### src/rtl/decoder_strobe.sv
// 3-to-8 one-hot decoder that emits a strobe of HOLD cycles followed by GAP dead cycles,
// with a valid/ready accept handshake and a single-cycle done pulse on normal completion.
module decoder_strobe #(
  parameter int HOLD = 4,
  parameter int GAP  = 1
) (
  input  logic       clk,
  input  logic       rst,
  input  logic [2:0] A,
  input  logic       en,
  input  logic       valid,
  output logic       ready,
  output logic [7:0] Y,
  output logic       busy,
  output logic       done
);

  localparam int MAXV = (HOLD > GAP) ? HOLD : GAP;
  localparam int CW   = $clog2(MAXV + 1);

  typedef enum logic [1:0] {
    S_IDLE = 2'd0,
    S_HOLD = 2'd1,
    S_GAP  = 2'd2
  } state_t;

  state_t        state_reg, state_next;
  logic [CW-1:0] cnt_reg, cnt_next;
  logic [7:0]    y_reg, y_next;
  logic          busy_reg, busy_next;
  logic          done_reg, done_next;
  logic [7:0]    decoded;
  logic          accept;

  // One comparator per output line; the one-hot register is itself the latched code.
  for (genvar gi = 0; gi < 8; gi++) begin : g_dec
    assign decoded[gi] = (A == 3'(gi));
  end

  assign ready  = (state_reg == S_IDLE) & en;
  assign accept = valid & ready;

  always_ff @(posedge clk or posedge rst) begin
    if (rst) begin
      state_reg <= S_IDLE;
      cnt_reg   <= '0;
      y_reg     <= 8'h00;
      busy_reg  <= 1'b0;
      done_reg  <= 1'b0;
    end else begin
      state_reg <= state_next;
      cnt_reg   <= cnt_next;
      y_reg     <= y_next;
      busy_reg  <= busy_next;
      done_reg  <= done_next;
    end
  end

  always_comb begin
    state_next = state_reg;
    cnt_next   = cnt_reg;
    y_next     = y_reg;
    done_next  = 1'b0;
    case (state_reg)
      S_IDLE: begin
        if (accept) begin
          y_next     = decoded;
          cnt_next   = CW'(HOLD - 1);
          state_next = S_HOLD;
        end
      end
      S_HOLD: begin
        // Abort takes priority over the last-count transition.
        if (!en) begin
          y_next     = 8'h00;
          cnt_next   = '0;
          state_next = S_IDLE;
        end else if (cnt_reg != '0) begin
          cnt_next = cnt_reg - CW'(1);
        end else if (GAP > 0) begin
          y_next     = 8'h00;
          cnt_next   = CW'(GAP - 1);
          state_next = S_GAP;
        end else begin
          y_next     = 8'h00;
          state_next = S_IDLE;
          done_next  = 1'b1;
        end
      end
      S_GAP: begin
        if (!en) begin
          y_next     = 8'h00;
          cnt_next   = '0;
          state_next = S_IDLE;
        end else if (cnt_reg != '0) begin
          cnt_next = cnt_reg - CW'(1);
        end else begin
          state_next = S_IDLE;
          done_next  = 1'b1;
        end
      end
      default: begin
        y_next     = 8'h00;
        cnt_next   = '0;
        state_next = S_IDLE;
      end
    endcase
    busy_next = (state_next != S_IDLE);
  end

  assign Y    = y_reg;
  assign busy = busy_reg;
  assign done = done_reg;

endmodule

### config.mk
export PLATFORM = sky130hd
export DESIGN_NAME = decoder_strobe
export DESIGN_NICKNAME = d
export VERILOG_FILES = /design/src/rtl/decoder_strobe.sv
export SDC_FILE = /design/constraint.sdc
export NUM_CORES = 1
export LEC_CHECK = 0
export CORE_UTILIZATION = 44
export CTS_CLUSTER_SIZE = 8
export DETAILED_ROUTE_END_ITERATION = 16
export GPL_TIMING_DRIVEN = 0
export PLACE_DENSITY = 0.72
export SLEW_MARGIN = 30
export SYNTH_ARGS = -nofsm -noshare
export SYNTH_HDL_FRONTEND = slang
export SYNTH_SLANG_ARGS = --single-unit
### constraint.sdc
create_clock -name clk -period 1.45 [get_ports clk]
set_input_delay 0.29 -clock clk [delete_from_list [all_inputs] [get_ports clk]]
set_output_delay 0.29 -clock clk [all_outputs]
set_load 0.05 [all_outputs]
Yosys cells after proc, flatten, opt, wreduce, memory -nomap -nowiden --
Index checks and enable logic that the tools add are counted.
Cells by class: add/sub/neg operators 1, equality and inequality tests 13, multiplexer cells 20, bitwise logic cells 2, reductions and logical operators 6
Operator list (count):
- 8-bit 2-to-1 mux | 4
- 8-bit one-hot mux with 3 select lines | 1
- 3-bit 2-to-1 mux | 5
- 3-bit == test, second input constant | 4
- 2-bit 2-to-1 mux | 5
- 3-bit one-hot mux with 3 select lines | 1
- 3-bit by 2-bit == test with 1-bit output, second input constant | 2
- 3-bit inequality test, second input constant | 2
- 2-bit one-hot mux with 3 select lines | 1
- 2-bit inequality test, second input constant | 2
- 3-bit by 1-bit == test with 1-bit output, second input constant | 1
- 3-bit logical NOT | 1
- 1-bit 2-to-1 mux | 3
- 3-bit AND reduction | 1
- 3-bit nonzero test | 1
- 3-bit by 1-bit subtractor with 3-bit output, second input constant | 1
- 1-bit AND | 2
- 2-bit by 1-bit == test with 1-bit output, second input constant | 1
- 2-bit == test, second input constant | 1
- 2-bit logical NOT | 1
- 2-bit AND reduction | 1
- 2-bit nonzero test | 1
Storage, ports and cells: register bits after elaboration 15, output and inout bits 11

Logic depth before layout (Yosys ltp) --
word-level depth 6, gate-level depth with buffers 7, mapped depth without buffers 6

Worst setup path after synthesis --
OpenSTA, ideal clock, no wires.
kind register to register, start register cnt_reg[0], end register y_reg[1] (netlist: Y[1]), data arrival time 1.354 ns, data required time 1.358 ns, setup slack 0.004 ns, stages on the path, launching flop included 7, buffers on the path 1, path through dfrtp_1 > inv_1 > ha_1 > nor2b_4 > o211ai_4 > buf_6 > o31ai_2
On the way: word-level cells in the longest chain between the ends 3
Ends and longest elaborated chain:
- from (decl) | line 28 | logic [CW-1:0] cnt_reg, cnt_next;
- from (signal assigned) | line 52 | cnt_reg <= cnt_next;
- 3-bit nonzero test | line 78 | end else if (cnt_reg != '0) begin
- 3-bit inequality test (no line)
- 3-bit AND reduction (no line)
- to (signal assigned) | line 53 | y_reg <= y_next;
- to (decl) | line 29 | logic [7:0] y_reg, y_next;
No other way between the ends. A chain may end at the register's enable or synchronous reset.

Worst setup path in the final report --
start register state_reg[1], end output port ready
On the way: word-level cells in the longest chain between the ends 2
Ends and longest elaborated chain:
- from (decl) | line 27 | state_t state_reg, state_next;
- from (signal assigned) | line 51 | state_reg <= state_next;
- 2-bit logical NOT | line 40 | assign ready = (state_reg == S_IDLE) & en;
- 1-bit AND | line 40
- to (decl) | line 12 | output logic ready,
No other way between the ends.

==> results by group <==
Layout
  – Final nets: 127
  – Max reg flops: 8
  – Layout cells sized above 1: 43.59%
  – Layout area overhead: 47.56%
  – Antenna diodes: 0
  – Fillcell total: 139

Pwr
  – Sw frac: 39.71%
  – Worst VDD drop: 0.8520 mV
  – Flop pwr share: 33.0%
  – Combinational share of power: 51.2%
  – Leak: 0.5734 nW
  – Psw: 0.6157 mW
  – Pwr Total: 1.550 mW
  – Int Pwr: 0.9347 mW
  – Clock Power Share: 15.9%
  – PwrDens: 1244 nW/um2

Route
  – Drt initial violations: 7
  – Via count: 749
  – DR DRC count: 0
  – Detail Route Antenna Nets: 0
  – DR WL/cell: 13.96 um
  – Initial DRT Pass Iterations: 4
  – Final wirelength: 1982 um
  – DR vias/cell: 5.275

Global routing
  – Total grt overflow: 0
  – Tot GR Track Use: 18.93%
  – Largest net degree at the start of global routing: 16
  – First-pass GRT wire length: 2808 um
  – Initial antenna violation count: 0
  – Vias in the first global route: 652

Logic synthesis
  – Synth area leader: dfrtp_1
  – Post-synthesis async set-or-reset flop share: 100.0%
  – Area share of the largest cell type after synthesis: 44.44%
  – Number of synthesized flops with an enable pin: 0
  – Area contributors post-synth: dfrtp_1 44%, nand2_1 4.9%, nand2b_1 3.7%
  – Syn Inst Count: 83
  – Syn Nets: 92
  – Yosys warning total: 0
  – Syn avg cell area: 10.18 um2
  – Synthesized area: 844.6 um2
  – Prevailing post-synth register cell: dfrtp_1
  – Post-synthesis sequential area ratio: 44.44%
  – Distinct cells, synth: 32
  – List of most frequent post-synthesis cells: 15 x dfrtp_1, 11 x nand2_1, 6 x nor2_1
  – Most numerous cell in the Yosys netlist: dfrtp_1
  – Register bit total from synthesis: 15

Worst setup path
  – Worst Setup End Kind: output port
  – Worst EP required: 1160 ps
  – Worst-path maximum fanout: 3
  – R2R Setup Slk: -50 ps
  – WS Path Type: register to output port
  – Crit path DAT: 1260 ps
  – Startpoint Class: register

Floorplan
  – Core area: 1764 um2
  – Die Width: 45.81 um
  – Num rows: 15
  – DIE AREA: 2099 um2
  – Initial core utilization: 47.87%
  – Die span in y: 45.81 um
  – I/O pin total: 18

Clock network
  – Root Buffer: clkbuf_4
  – Worst-Skew Late Latency: 290 ps
  – H-tree Lvls: 1
  – Maximum buffer depth of the clock tree: 2
  – CTS buffer count: 3
  – Clk slew on worst S/H paths: 100 ps
  – Clk sinks: 15
  – CTS tree: yes

Timing
  – Slew @ Worst Pin: 554.9 ps
  – Rel. slew slack: 62.97%
  – Fin Hold WS: 343.4 ps
  – Layout Skew: 6.365 ps
  – RSZ-0062 raised after global routing: yes
  – Min Tclk post-route: 1547 ps
  – Top achievable clock speed: 646.2 MHz
  – Max-slew violations: 0
  – Final Worst Setup Slack: -97.41 ps
  – Final hold violation count: 0
  – # setup viols final: 10
  – Setup TNS: -437.8 ps
  – Tcrit/Tclk final: 106.7%

Place
  – Number of port buffers: 17
  – HPWL Detailed: 1204 um
  – Placer Congestion: 0.7813

Status
  – Failing checks: setup timing
  – Status: finished, violations left

Worst hold path
  – HP Class: input port to asynchronous set/reset pin

Flow run
  – Max Cap Violations: 0
## final timing paths
kind	startpoint	to	depth (start not counted)
worst max register to register	state_reg[1]	Y[5]	6
worst min register to register	Y[7]	Y[7]	2
max in group asynchronous	rst	state_reg[1]	2
worst max-delay path	state_reg[1]	ready	4
min in group clk	Y[7]	Y[7]	2
worst min-delay path	rst	done	2
## cells in the final DEF, fill, tap and decap left out, types with 2 or more instances in the layout
| master | instances |
|---|---|
| dfrtp_1 | 15 |
| buf_4 | 11 |
| nand2_1 | 8 |
| clkbuf_2 | 8 |
| buf_6 | 6 |
| nand2b_1 | 5 |
| nor2_1 | 5 |
| clkdlybuf4s50_1 | 5 |
| a21oi_1 | 4 |
| nand3b_1 | 3 |
| o31ai_2 | 3 |
| nand2_2 | 3 |
| clkbuf_4 | 3 |
| o31ai_4 | 2 |
| inv_2 | 2 |
| o21a_1 | 2 |
| nand4b_1 | 2 |
| o21ai_1 | 2 |
| nor2b_1 | 2 |
## repair_timing
action | 4_1_cts | 5_1_grt
hold buffers | 0 | 0
setup buffers | 4 | 8
pin swaps | 3 | 8
resized for setup | 35 | 28
setup endpoints to repair | 20 | 19
gates cloned | 0 | 1
## critical path, stage by stage, from the launching register on
cell and delay (ps):
dfrtp_1 420, buf_6 140, nor2_4 120, and2_4 160, buf_8 130
## through the flow
| stage | setup slack (ps) | std cells | utilization (%) | instance area (um2) |
|---|---|---|---|---|
| floorplan | 3.741 | 83 | - | 844.6 |
| global placement | -864.5 | 125 | 59.29 | 1046 |
| detailed placement | -874.2 | 125 | 59.29 | 1046 |
| CTS | -118.8 | 133 | 64.18 | 1132 |
| global route | -130.7 | 142 | 70.64 | 1246 |
| finish | -97.41 | 142 | 70.64 | 1246 |
## power groups by stage
stage               Sequential, mW  Clock (mW)  Combinational (mW)
floorplan                    0.616           0               0.297
global placement             0.512           0               0.543
detailed placement           0.514           0               0.549
CTS                          0.509       0.247               0.621
global route                 0.518       0.269               0.859
finish                       0.511       0.246               0.794
## cells by family after synthesis
logic type	Yosys count	synth area share [%]
adder cells (fa/ha/maj)	2	2.962
AO/OA/AOI/OAI	23	22.52
AND/OR/NAND/NOR	36	24.59
flip-flops	15	44.44
buffers and inverters	7	5.481
## routing by layer
| layer | part of all wire (%) | track usage (%) | up-vias |
|---|---|---|---|
| met4 | 0.96 | 7.059 | 0 |
| li1 | - | - | 368 |
| met5 | 0 | 0 | - |
| met1 | 42 | 24.32 | 365 |
| met3 | 3.3 | 2.381 | 4 |
| met2 | 54 | 32.29 | 12 |
## area by class of cell
cell class | instances | area, um2 | share of cell area, %
timing repair buffer | 30 | 244.0 | 19.58
buffer | 4 | 41.29 | 3.313
clock buffer | 3 | 22.52 | 1.807
clock inverter | 1 | 5.005 | 0.4016
multi-input combinational | 61 | 515.5 | 41.37
inverter | 3 | 11.26 | 0.9036
sequential | 15 | 375.4 | 30.12
tap | 25 | 31.28 | 2.510
Note: power is estimated with default switching activity, not from simulation.
